**src/rtl/rle_pkg.sv**
```systemverilog
// Shared definitions for the RLE codec blocks: row geometry, code-byte layout
// and scan FSM state encoding.
package rle_pkg;

    localparam int unsigned ROW_W   = 256;
    localparam int unsigned RUN_MAX = 127;

    typedef struct packed {
        logic       val;
        logic [6:0] run;
    } rle_code_t;

    localparam logic [1:0] ST_IDLE  = 2'd0;
    localparam logic [1:0] ST_SCAN  = 2'd1;
    localparam logic [1:0] ST_FLUSH = 2'd2;
    localparam logic [1:0] ST_DRAIN = 2'd3;

endpackage

```
**src/rtl/rle_out_reg.sv**
```systemverilog
// Single-entry valid/ready holding register for RLE code bytes; tells the
// scan FSM when a new code may be loaded.
module rle_out_reg
    import rle_pkg::*;
(
    input  logic       i_clk,
    input  logic       i_rst,
    input  logic       i_load,
    input  rle_code_t  i_code,
    input  logic       i_last,
    input  logic       i_out_ready,
    output logic [7:0] o_out_byte,
    output logic       o_out_valid,
    output logic       o_out_last,
    output logic       o_load_ok
);

    logic [7:0] r_byte;
    logic       r_valid;
    logic       r_last;

    assign o_load_ok   = !r_valid || i_out_ready;
    assign o_out_byte  = r_byte;
    assign o_out_valid = r_valid;
    assign o_out_last  = r_last;

    always_ff @(posedge i_clk) begin
        if (i_rst) begin
            r_byte  <= 8'd0;
            r_valid <= 1'b0;
            r_last  <= 1'b0;
        end else if (i_load) begin
            r_byte  <= {i_code.val, i_code.run};
            r_valid <= 1'b1;
            r_last  <= i_last;
        end else if (i_out_ready) begin
            r_valid <= 1'b0;
        end
    end

endmodule

```
**src/rtl/rle_compress.sv**
```systemverilog
// Run-length encoder: one 256-bit row in, MSB-first code bytes {val, run} out.
// Optional RLE_CNT_EN adds o_code_cnt, the code count of the most recent row.
//   state | meaning
//   IDLE  | ready for a row
//   SCAN  | consuming one row bit per unstalled cycle
//   FLUSH | loading the final (last-flagged) code
//   DRAIN | waiting for the final code to be taken
module rle_compress
    import rle_pkg::*;
(
    input  logic             i_clk,
    input  logic             i_rst,
    input  logic [ROW_W-1:0] i_din,
    input  logic             i_din_valid,
    output logic             o_din_ready,
    output logic [7:0]       o_out_byte,
    output logic             o_out_valid,
    input  logic             i_out_ready,
    output logic             o_out_last,
`ifdef RLE_CNT_EN
    output logic [8:0]       o_code_cnt,
`endif
    output logic             o_done
);

    logic [1:0]       r_state;
    logic [ROW_W-1:0] r_sr;
    logic             r_cur_val;
    logic [6:0]       r_run;
    logic [7:0]       r_bit_cnt;
    logic             r_done;

    logic      w_bit;
    logic      w_emit;
    logic      w_load;
    logic      w_last;
    logic      w_load_ok;
    logic      w_scan_adv;
    logic      w_row_acc;
    logic      w_row_end;
    rle_code_t w_code;

    assign w_bit       = r_sr[ROW_W-1];
    assign w_row_acc   = (r_state == ST_IDLE) && i_din_valid;
    assign w_row_end   = (r_state == ST_DRAIN) && o_out_valid && i_out_ready && o_out_last;
    assign o_din_ready = (r_state == ST_IDLE);
    assign o_done      = r_done;

    always_comb begin
        w_emit     = (r_state == ST_SCAN) && ((w_bit != r_cur_val) || (r_run == 7'(RUN_MAX)));
        w_load     = 1'b0;
        w_last     = 1'b0;
        w_code.val = r_cur_val;
        w_code.run = r_run;
        if (r_state == ST_SCAN) begin
            w_load = w_emit && w_load_ok;
        end else if (r_state == ST_FLUSH) begin
            w_load = w_load_ok;
            w_last = 1'b1;
        end
    end

    // A pending emit that cannot be loaded freezes the whole scan datapath.
    assign w_scan_adv = (r_state == ST_SCAN) && (!w_emit || w_load_ok);

    always_ff @(posedge i_clk) begin
        if (i_rst) begin
            r_state   <= ST_IDLE;
            r_sr      <= '0;
            r_cur_val <= 1'b0;
            r_run     <= 7'd0;
            r_bit_cnt <= 8'd0;
            r_done    <= 1'b0;
        end else begin
            r_done <= 1'b0;
            case (r_state)
                ST_IDLE: begin
                    if (w_row_acc) begin
                        r_sr      <= i_din;
                        r_cur_val <= i_din[ROW_W-1];
                        r_run     <= 7'd0;
                        r_bit_cnt <= 8'd0;
                        r_state   <= ST_SCAN;
                    end
                end
                ST_SCAN: begin
                    if (w_scan_adv) begin
                        r_sr      <= {r_sr[ROW_W-2:0], 1'b0};
                        r_bit_cnt <= r_bit_cnt + 8'd1;
                        if (w_emit) begin
                            r_cur_val <= w_bit;
                            r_run     <= 7'd1;
                        end else begin
                            r_run <= r_run + 7'd1;
                        end
                        if (r_bit_cnt == 8'(ROW_W - 1)) begin
                            r_state <= ST_FLUSH;
                        end
                    end
                end
                ST_FLUSH: begin
                    if (w_load_ok) begin
                        r_state <= ST_DRAIN;
                    end
                end
                ST_DRAIN: begin
                    if (w_row_end) begin
                        r_state <= ST_IDLE;
                        r_done  <= 1'b1;
                    end
                end
                default: r_state <= ST_IDLE;
            endcase
        end
    end

`ifdef RLE_CNT_EN
    logic [8:0] r_cnt;
    logic [8:0] r_code_cnt;

    assign o_code_cnt = r_code_cnt;

    always_ff @(posedge i_clk) begin
        if (i_rst) begin
            r_cnt      <= 9'd0;
            r_code_cnt <= 9'd0;
        end else begin
            if (w_row_acc) begin
                r_cnt <= 9'd0;
            end else if (w_load) begin
                r_cnt <= r_cnt + 9'd1;
            end
            if (w_row_end) begin
                r_code_cnt <= r_cnt;
            end
        end
    end
`endif

    rle_out_reg u_out_reg (
        .i_clk       (i_clk),
        .i_rst       (i_rst),
        .i_load      (w_load),
        .i_code      (w_code),
        .i_last      (w_last),
        .i_out_ready (i_out_ready),
        .o_out_byte  (o_out_byte),
        .o_out_valid (o_out_valid),
        .o_out_last  (o_out_last),
        .o_load_ok   (w_load_ok)
    );

endmodule
```
**config.mk**
```make
export PLATFORM = sky130hd
export DESIGN_NAME = rle_compress
export DESIGN_NICKNAME = d
export VERILOG_FILES = /design/src/rtl/rle_pkg.sv /design/src/rtl/rle_out_reg.sv /design/src/rtl/rle_compress.sv
export SDC_FILE = /design/constraint.sdc
export NUM_CORES = 1
export LEC_CHECK = 0
export BUFFER_PORTS_ARGS = -buffer_cell sky130_fd_sc_hd__buf_4
export CAP_MARGIN = 30
export CORE_MARGIN = 2
export CORE_UTILIZATION = 35
export DETAILED_ROUTE_END_ITERATION = 10
export GPL_ROUTABILITY_DRIVEN = 0
export GPL_TIMING_DRIVEN = 0
export MAX_ROUTING_LAYER = met4
export PLACE_DENSITY_LB_ADDON = 0.1
export SYNTH_ARGS = -nofsm -noshare
export SYNTH_HDL_FRONTEND = slang
export SYNTH_SLANG_ARGS = --single-unit
```
**constraint.sdc**
```tcl
create_clock -name i_clk -period 3.55 [get_ports i_clk]
set_clock_uncertainty 0.1 [all_clocks]
set_input_delay 0.1775 -clock i_clk [delete_from_list [all_inputs] [get_ports i_clk]]
set_output_delay 0.1775 -clock i_clk [all_outputs]
set_load 0.01 [all_outputs]
```
==> impl_metrics.tcl, run 1 <==
set metrics [dict create \
    outcome "complete, no violations" \
    p_leak_nw 7.91 \
    synth_edf_count 0 \
    synth_area_leader_cell "dfxtp_1" \
    worst_pin_slew_ps 767 \
    clockRootBuffer "clkbuf_16" \
    grt_pass1_wl_um 70600 \
    place_hpwl_um 28500 \
    grt.met2_usage 0.321 \
    critPathLaunchType "primary input" \
    synth.area.top_cells "dfxtp_1 39%, mux2i_1 18%, a211oi_2 13%" \
    synth_area_per_cell_um2 10.9 \
    port_buffers 271 \
    multiInputGateArea_um2 7990 \
    fin_crit_ps 2450 \
    finalSetupViolations 0 \
    wire_per_inst_um 17.5 \
    clock_latency_ps 510 \
    ys_ff_latch 285 \
    drt_iter0_drc 586 \
    dp_slack_ps 1030 \
    rsz0062_at_grt "false" \
    path_clk_slew_ps 50 \
    relSlewSlack 0.489 \
    synth_area_um2 14600 \
    fp.dieArea_um2 43300 \
    syn-num-nets 1603 \
    ant_nets 0 \
    finalHoldViolCount 0 \
    fmaxAchievable_mhz 407 \
    vias 12568 \
    yosysWarnings 0 \
    fin_setup_tns_ps 0 \
    regArea_um2 5710 \
    rows 74 \
    wl_um 43200 \
    report.final.slew_viol_count 0 \
    area_delta_synth_final_pct 44.4 \
    die_x_um 208 \
    grt_pass1_vias 13129 \
    synth_cell_types 49 \
    use_met1 0.271 \
    power_density_nw_per_um2 761 \
    worst_slack_ps 1100 \
    period_share 0.691 \
    core_area_um2 40900 \
    antenna_found_initial 3 \
    critPathRequiredTime_ps 3800 \
    synth-seq-area-share 0.392 \
    synth_top_area_frac 0.392 \
    cts.sinks 285 \
    drive_gt1_frac 0.382 \
    synthCells 1337 \
    htree_num_levels 2 \
    critical_path_arrival_ps 2710 \
    start_util 0.356 \
    vias_per_cell 5.11 \
    first_pass_iters 5 \
    final.fill_count 3758 \
    path_class "in -> reg" \
    ir_drop_mv 0.477 \
    cts_tree "built" \
    busiest_layer "met2" \
    path_max_fanout 10 \
    grtUsageTotal 0.202 \
    grt_max_degree 13 \
    grt_use_met3 0.0288 \
    synth-main-ff-cell "dfxtp_1" \
    async_flop_share 0 \
    synth.most_common_cell "dfxtp_1" \
    clockBufferDepth 3 \
    ios 272 \
    gr-total-overflow 0 \
    fin_nets 2171 \
    drc 0 \
    crit_path_end_kind "register" \
    cap_violations 0 \
    cts_setup_buffers 0 \
    ys_top_cells_by_count "285 x dfxtp_1, 269 x mux2i_1, 151 x a21oi_2" \
    cts_made_buffers 36 \
    worstHoldPathType "reg -> reg" \
    die_h_um 208 \
]
==> final timing paths <==
check	startpoint	endpoint	slack (ps)	cells past startpoint
worst max-delay path	i_rst	r_sr[8]	1100	6
worst min-delay path	u_out_reg.o_out_byte[5]	u_out_reg.o_out_byte[5]	360	2
worst max register to register	r_state[0]	r_sr[27]	1120	9
worst min register to register	u_out_reg.o_out_byte[5]	u_out_reg.o_out_byte[5]	360	2
==> cell type report <==
type / instances / area share
clock inverter: 6 / 0.00511
timing repair buffer: 530 / 0.220
multi-input combinational: 898 / 0.380
sequential: 285 / 0.271
tap: 532 / 0.0316
buffer: 149 / 0.0407
antenna: 3 / 0.000357
clock buffer: 53 / 0.0507
inverter: 5 / 0.000892
==> worst max-delay path, stage by stage <==
cell and delay, ps:
dlygate4sd3_1 530, buf_4 120, clkbuf_1 550, clkbuf_1 620, clkbuf_1 650, a211oi_2 50
==> placed cells by master (no fill, tap or decap), types with 4 or more instances in the layout <==
| cell | instances |
|---|---|
| nand2_1 | 28 |
| buf_2 | 69 |
| mux2i_1 | 269 |
| o21ai_1 | 5 |
| nand3_1 | 10 |
| or4_1 | 5 |
| clkbuf_4 | 10 |
| dfxtp_1 | 285 |
| ha_1 | 6 |
| buf_6 | 21 |
| clkbuf_16 | 37 |
| clkbuf_8 | 8 |
| nor2_1 | 5 |
| a21oi_2 | 151 |
| clkbuf_1 | 51 |
| a211oi_2 | 150 |
| buf_4 | 275 |
| o211ai_1 | 4 |
| a21oi_1 | 112 |
| dlygate4sd3_1 | 259 |
| inv_1 | 4 |
| o31ai_1 | 6 |
| a211oi_1 | 105 |
==> power by group <==
part	total [mW]	switching (mW)	internal (mW)
clock	3.68	1.40	2.28
combinational	7.15	3.81	3.34
sequential	5.18	0.762	4.42
total	16.0	5.97	10.0
==> flip-flops by register name (all words and copies together), names as in the netlist <==
name,cells
r_state,2
o_done,1
u_out_reg.o_out_byte,8
r_cur_val,1
r_bit_cnt,8
r_sr,256
r_run,7
u_out_reg.o_out_valid,1
u_out_reg.o_out_last,1
==> layer usage <==
metal	share of wire	vias to the layer above	wire length, um
met5	0	-	0
met4	0.018	0	784
met3	0.035	56	1510
met2	0.46	242	20000
met1	0.48	6030	20800
li1	-	6240	-
==> what timing repair did <==
action / 4_1_cts / 5_1_grt
hold buffers: 259 / 0
resized for setup: 0 / 0
endpoints found under the hold margin: 261 / 0
==> through the flow <==
stage | instance area, um2 | power [mW] | cells | hold WS (ps) | utilization
3_3_place_gp | 17300 | 12.1 | 2140 | 349 | 0.422
4_1_cts | 21000 | 16.2 | 2458 | 365 | 0.514
6_report | 21000 | 16.0 | 2461 | 363 | 0.514
2_1_floorplan | 14600 | 10.7 | 1337 | 242 | -
5_1_grt | 21000 | 17.1 | 2461 | 392 | 0.514
3_5_place_dp | 17300 | 12.2 | 2140 | 351 | 0.422
==> logic make-up after synthesis <==
logic type      after synthesis  share of synthesized area
compound gates              551                      0.329
flops                       285                      0.392
mux                         271                      0.187
buf+inv                     154                     0.0600
simple gates                 69                     0.0261
fa+ha+maj                     6                    0.00515
xor+xnor                      1                    0.00112
Power figures use the tool's default switching activity.
==> inputs of run 2 (changes only) <==
- clock period: 3.55 -> 2.44 ns (I/O delays scaled with it)
==> run 2 against run 1 <==
Compared with the run above: final area grew 0.83%; combinational power grew 48%; setup slack lost 960 ps; hold slack is essentially flat; flip-flop and latch count is the same; power grew 47%.
==> impl_metrics.tcl, run 2 (synthesis gave the netlist of run 1 again) <==
set metrics [dict create \
    pwr-share-seq 0.321 \
    crit_start "i_rst" \
    worstHoldPathType "reg -> reg" \
    intPower_mw 14.8 \
    place_area_um2 17300 \
    power_density_nw_per_um2 1110 \
    path_cells "dlygate4sd3_1 -> buf_4 -> clkbuf_1 -> clkbuf_1 -> clkbuf_1 -> a211oi_2" \
    critPathLaunchType "primary input" \
    ir_drop_mv 0.695 \
    htree_num_levels 2 \
    final_core_util 0.518 \
    final.fill_count 3738 \
    min-delay-start "u_out_reg.o_out_byte[5]" \
    layoutNonFillerInstCount 2466 \
    ant_nets 0 \
    port_buffers 271 \
    grt_pass1_vias 13123 \
    r2r_start "r_state[0]" \
    holdWs_ps 363 \
    cts_tree "built" \
    fin_setup_tns_ps 0 \
    drive_gt1_frac 0.393 \
    crit_path_end_kind "register" \
    cap_violations 0 \
    path_clk_slew_ps 50 \
    grt_use_met3 0.0288 \
    dp_slack_ps -84.7 \
    wire_per_inst_um 17.6 \
    busiest_layer "met2" \
    worst_slack_ps 133 \
    report.final.slew_viol_count 0 \
    rsz0062_at_grt "true" \
    largest_register "r_sr" \
    clock_latency_ps 510 \
    dpl.cell_count 2140 \
    cp_common_cell "clkbuf_1" \
    first_pass_iters 5 \
    start_util 0.356 \
    power_frac_comb 0.452 \
    fin_nets 2176 \
    layout_commonest_cell "buf_4" \
    outcome "complete, no violations" \
    grt.met2_usage 0.321 \
    multiInputGateArea_um2 8010 \
    die_h_um 208 \
    critical_path_arrival_ps 2570 \
    fin_crit_ps 2310 \
    antenna_found_initial 3 \
    crit_slowest_cell "clkbuf_1" \
    switching_power_mw 8.70 \
    use_met1 0.271 \
    worst_pin_slew_ps 768 \
    rows 74 \
    period_share 0.946 \
    fmaxAchievable_mhz 433 \
    cts_made_buffers 36 \
    p_sw_frac 0.370 \
    grt_pass1_wl_um 70600 \
    core_area_um2 40900 \
    p_leak_nw 7.98 \
    vias 12582 \
    largest_reg_flops 256 \
    p_total_mw 23.5 \
    critPathRequiredTime_ps 2700 \
    grt_max_degree 13 \
    place_hpwl_um 28500 \
    drc 0 \
    max_stage_delay_ps 630 \
    drt_iter0_drc 552 \
    path_class "in -> reg" \
    relSlewSlack 0.488 \
    regArea_um2 5710 \
    clockBufferDepth 3 \
    wl_um 43300 \
    die_x_um 208 \
    clockPowerShare 0.228 \
    final_cell_area_um2 21200 \
    cts.sinks 285 \
    final_cell_mix "288 x buf_4, 283 x dfxtp_1, 269 x mux2i_1, 259 x dlygate4sd3_1, 151 x a21oi_2" \
    gr-total-overflow 0 \
    clockRootBuffer "clkbuf_16" \
    fp.dieArea_um2 43300 \
    ios 272 \
    path_max_fanout 10 \
    vias_per_cell 5.10 \
    area_delta_synth_final_pct 45.6 \
    grtUsageTotal 0.202 \
    finalSetupViolations 0 \
    finalHoldViolCount 0 \
]
[run 2: cell count changes in the layout (fill, tap and decap cells not counted), sizes merged]
cell    before  now
clkbuf     106  127
buf        367  350
nor3         3    4
[run 2: area by class of cell]
cell class,instances,share of cell area
diodes,3,0.000354
plain buffers,149,0.0459
clock buffers,53,0.0502
clock inverters,6,0.00507
inverters,5,0.000885
multi-input cells,899,0.378
flip-flops and latches,285,0.269
well taps,532,0.0314
repair buffers,534,0.220
[run 2: worst max-delay path, delay by kind of cell]
kind,cells,cell delay (ps)
AOI/OAI and AO/OA,1,60
buffers and inverters,5,2380
[run 2: power by group through the flow]
stage	Sequential (mW)	Clock, mW	Combinational, mW
after global placement	7.58	0	9.97
after detailed placement	7.62	0	10.1
after CTS	7.53	5.52	10.5
after global routing	7.75	5.70	11.6
after floorplan	7.35	0	8.17
final	7.54	5.35	10.6
[run 2: worst paths after layout]
path | end | cells past startpoint | slack [ps]
max | r_sr[127] | 6 | 130
min | u_out_reg.o_out_byte[5] | 2 | 360
max reg2reg | r_sr[7] | 9 | 140
min reg2reg | u_out_reg.o_out_byte[5] | 2 | 360
[run 2: repair_timing]
item                                    in CTS  in global routing
cloned                                       0                  1
hold buffers                               259                  0
endpoints found under the setup margin     159                253
buffers inserted                             0                  4
pin swaps                                    0                  1
hold endpoints to repair                   263                  0
resized for setup                            3                 79
[run 2: layer usage]
metal  vias up  routed length (um)
met1      6038               20900
met4         0                 783
met3        56                1510
met2       239               20100
li1       6249                   -
met5         -                   0
==> inputs of run 3 (changes only) <==
- CORE_UTILIZATION: 35 -> 55
- SYNTH_HIERARCHICAL: default -> 1
==> run 3 against run 2 <==
Compared with the run above: power shrank 3.1%; die area shrank 42%; highest routed layer unchanged; largest power group unchanged; critical path type is now reg -> reg; hold slack lost 10 ps.
==> impl_metrics.tcl, run 3 <==
set metrics [dict create \
    drc 0 \
    path_max_fanout 10 \
    fin_setup_tns_ps 0 \
    final_cell_mix "285 x dfxtp_1, 275 x buf_4, 269 x a21oi_1, 267 x mux2i_1, 260 x dlygate4sd3_1" \
    finalHoldViolCount 0 \
    r2r_slack_ps 90 \
    synthSimpleGateAreaFrac 0.0237 \
    first_pass_iters 7 \
    grt_pass1_vias 13265 \
    fmaxAchievable_mhz 425 \
    power_density_nw_per_um2 1180 \
    die_h_um 158 \
    fin_nets 2157 \
    synth_area_leader_cell "dfxtp_1" \
    critical_path_arrival_ps 2680 \
    synth_top_area_frac 0.437 \
    synth_xor_area_frac 0.00134 \
    critPathRequiredTime_ps 2770 \
    cap_violations 0 \
    p_leak_nw 7.66 \
    worstHoldPathType "in -> reg" \
    die_x_um 158 \
    fp.dieArea_um2 25000 \
    clockRootBuffer "clkbuf_16" \
    synth-seq-area-share 0.437 \
    report.final.slew_viol_count 0 \
    max_stage_delay_ps 330 \
    critPathLaunchType "register" \
    drt_iter0_drc 983 \
    gr-total-overflow 0 \
    synth.most_common_cell "dfxtp_1" \
    worst_slack_ps 89.6 \
    largest_reg_flops 256 \
    start_util 0.558 \
    final_core_util 0.823 \
    yosysWarnings 6 \
    path_clk_slew_ps 60 \
    place_hpwl_um 23700 \
    path_buf_inv 3 \
    relSlewSlack 0.565 \
    ios 272 \
    clock_latency_ps 540 \
    wl_um 42900 \
    area_delta_synth_final_pct 47.5 \
    period_share 0.963 \
    htree_num_levels 1 \
    fin_crit_ps 2350 \
    synth-main-ff-cell "dfxtp_1" \
    outcome "complete, no violations" \
    core_area_um2 23400 \
    synth_cell_types 42 \
    ant_nets 0 \
    worst_pin_slew_ps 652 \
    r2r_start "r_state[1]" \
    synthCells 1327 \
    crit_path_end_kind "register" \
    syn-num-nets 1593 \
    largest_register "r_sr" \
    synth_edf_count 0 \
    hold_end "r_sr[0]" \
    grtUsageTotal 0.337 \
    synthAdderAreaFrac 0.00575 \
    min-delay-start "i_din[0]" \
    ir_drop_mv 0.723 \
    synth_top_family_by_area "compound AO/OA/AOI/OAI gates" \
    clockBufferDepth 3 \
    drive_gt1_frac 0.231 \
    async_flop_share 0 \
    p_total_mw 22.8 \
    final.fill_count 1373 \
    ys_top_cells_by_count "285 x dfxtp_1, 269 x a21oi_1, 267 x mux2i_1" \
    synth.area.top_cells "dfxtp_1 44%, mux2i_1 20%, a211oi_1 15%" \
    ys_ff_latch 285 \
    grt_max_degree 15 \
    antenna_found_initial 0 \
    crit_slowest_cell "a22o_1" \
    finalSetupViolations 0 \
    hold_path_depth 4 \
    cts_tree "built" \
    synth_area_per_cell_um2 9.84 \
    layout_commonest_cell "dfxtp_1" \
    port_buffers 271 \
    vias 13282 \
    synthMuxAreaShare 0.205 \
    cts_made_buffers 30 \
    r2r-end "r_sr[138]" \
    cts.sinks 285 \
    path_class "reg -> reg" \
    grt_pass1_wl_um 66700 \
    vias_per_cell 5.95 \
    wire_per_inst_um 19.2 \
    rows 56 \
    path_cells "inv_1 -> ha_1 -> nor2b_1 -> a22o_1 -> nor2_4 -> clkbuf_4 -> buf_2 -> a211oi_1" \
    critical_path.top_delay_family "compound AO/OA/AOI/OAI gates" \
    synth_compound_area_frac 0.265 \
    dp_slack_ps -79.2 \
    reg2reg_depth 8 \
    synth_area_um2 13100 \
]
-- run 3: worst register-to-register path: cells and delay by family, from the launching register on --
family          cells  cell delay [ps]
simple gates        2              360
buf+inv             3              560
flops               1              320
fa+ha+maj           1              240
compound gates      2              650
-- run 3: layout make-up --
class	instances	area (um2)	share of cell area
Antenna cell	1	2.50	0.000130
Clock buffer	48	940	0.0488
Clock inverter	7	135	0.00701
Multi-Input combinational cell	885	6580	0.342
Timing Repair Buffer	532	4660	0.242
Tap cell	319	399	0.0207
Buffer	150	820	0.0425
Inverter	7	26.3	0.00136
Sequential cell	285	5710	0.296
-- run 3: cells by family after synthesis --
group	Yosys count
AO/OA/AOI/OAI	552
flip-flops	285
multiplexers	268
buffers and inverters	157
AND/OR/NAND/NOR	57
adder cells (fa/ha/maj)	6
XOR/XNOR	2
-- run 3: metal layers --
| metal | global-route usage | routed length, um |
|---|---|---|
| met1 | 0.399 | 17600 |
| met5 | - | 0 |
| met2 | 0.573 | 21100 |
| met3 | 0.0564 | 2740 |
| met4 | 0.133 | 1470 |
-- run 3: report_power, final --
| part | switching (mW) | total, mW | leakage (nW) | internal, mW |
|---|---|---|---|---|
| combinational | 5.55 | 10.0 | 4.77 | 4.48 |
| clock | 1.91 | 4.95 | 0.530 | 3.04 |
| sequential | 1.16 | 7.80 | 2.36 | 6.64 |
| total | 8.62 | 22.8 | 7.66 | 14.2 |
-- run 3: what timing repair did --
action / in CTS / in global routing
hold endpoints to repair: 271 / 0
hold buffers: 260 / 0
pin swaps: 0 / 0
gates resized for setup: 3 / 20
setup endpoints to repair: 99 / 229
setup buffers: 0 / 1
-- run 3: worst max-delay path by stage --
stage,startpoint,end,slack [ps],cells past startpoint
detailed placement,r_state[1],u_out_reg/o_out_byte[4],-80,10
global placement,r_state[1],u_out_reg/o_out_byte[3],-100,10
floorplan,r_state[1],u_out_reg/o_out_byte[0],450,10
CTS,r_state[0],r_sr[28],50,8
finish,r_state[1],r_sr[138],90,8
global route,r_state[1],r_sr[247],-20,8
-- run 3: through the flow --
stage               cells  hold WS (ps)  cell area (um2)
floorplan            1327           187            13100
global placement     1917           308            15500
detailed placement   1917           322            15500
CTS                  2232           326            19200
global route         2233           357            19300
finish               2234           353            19300
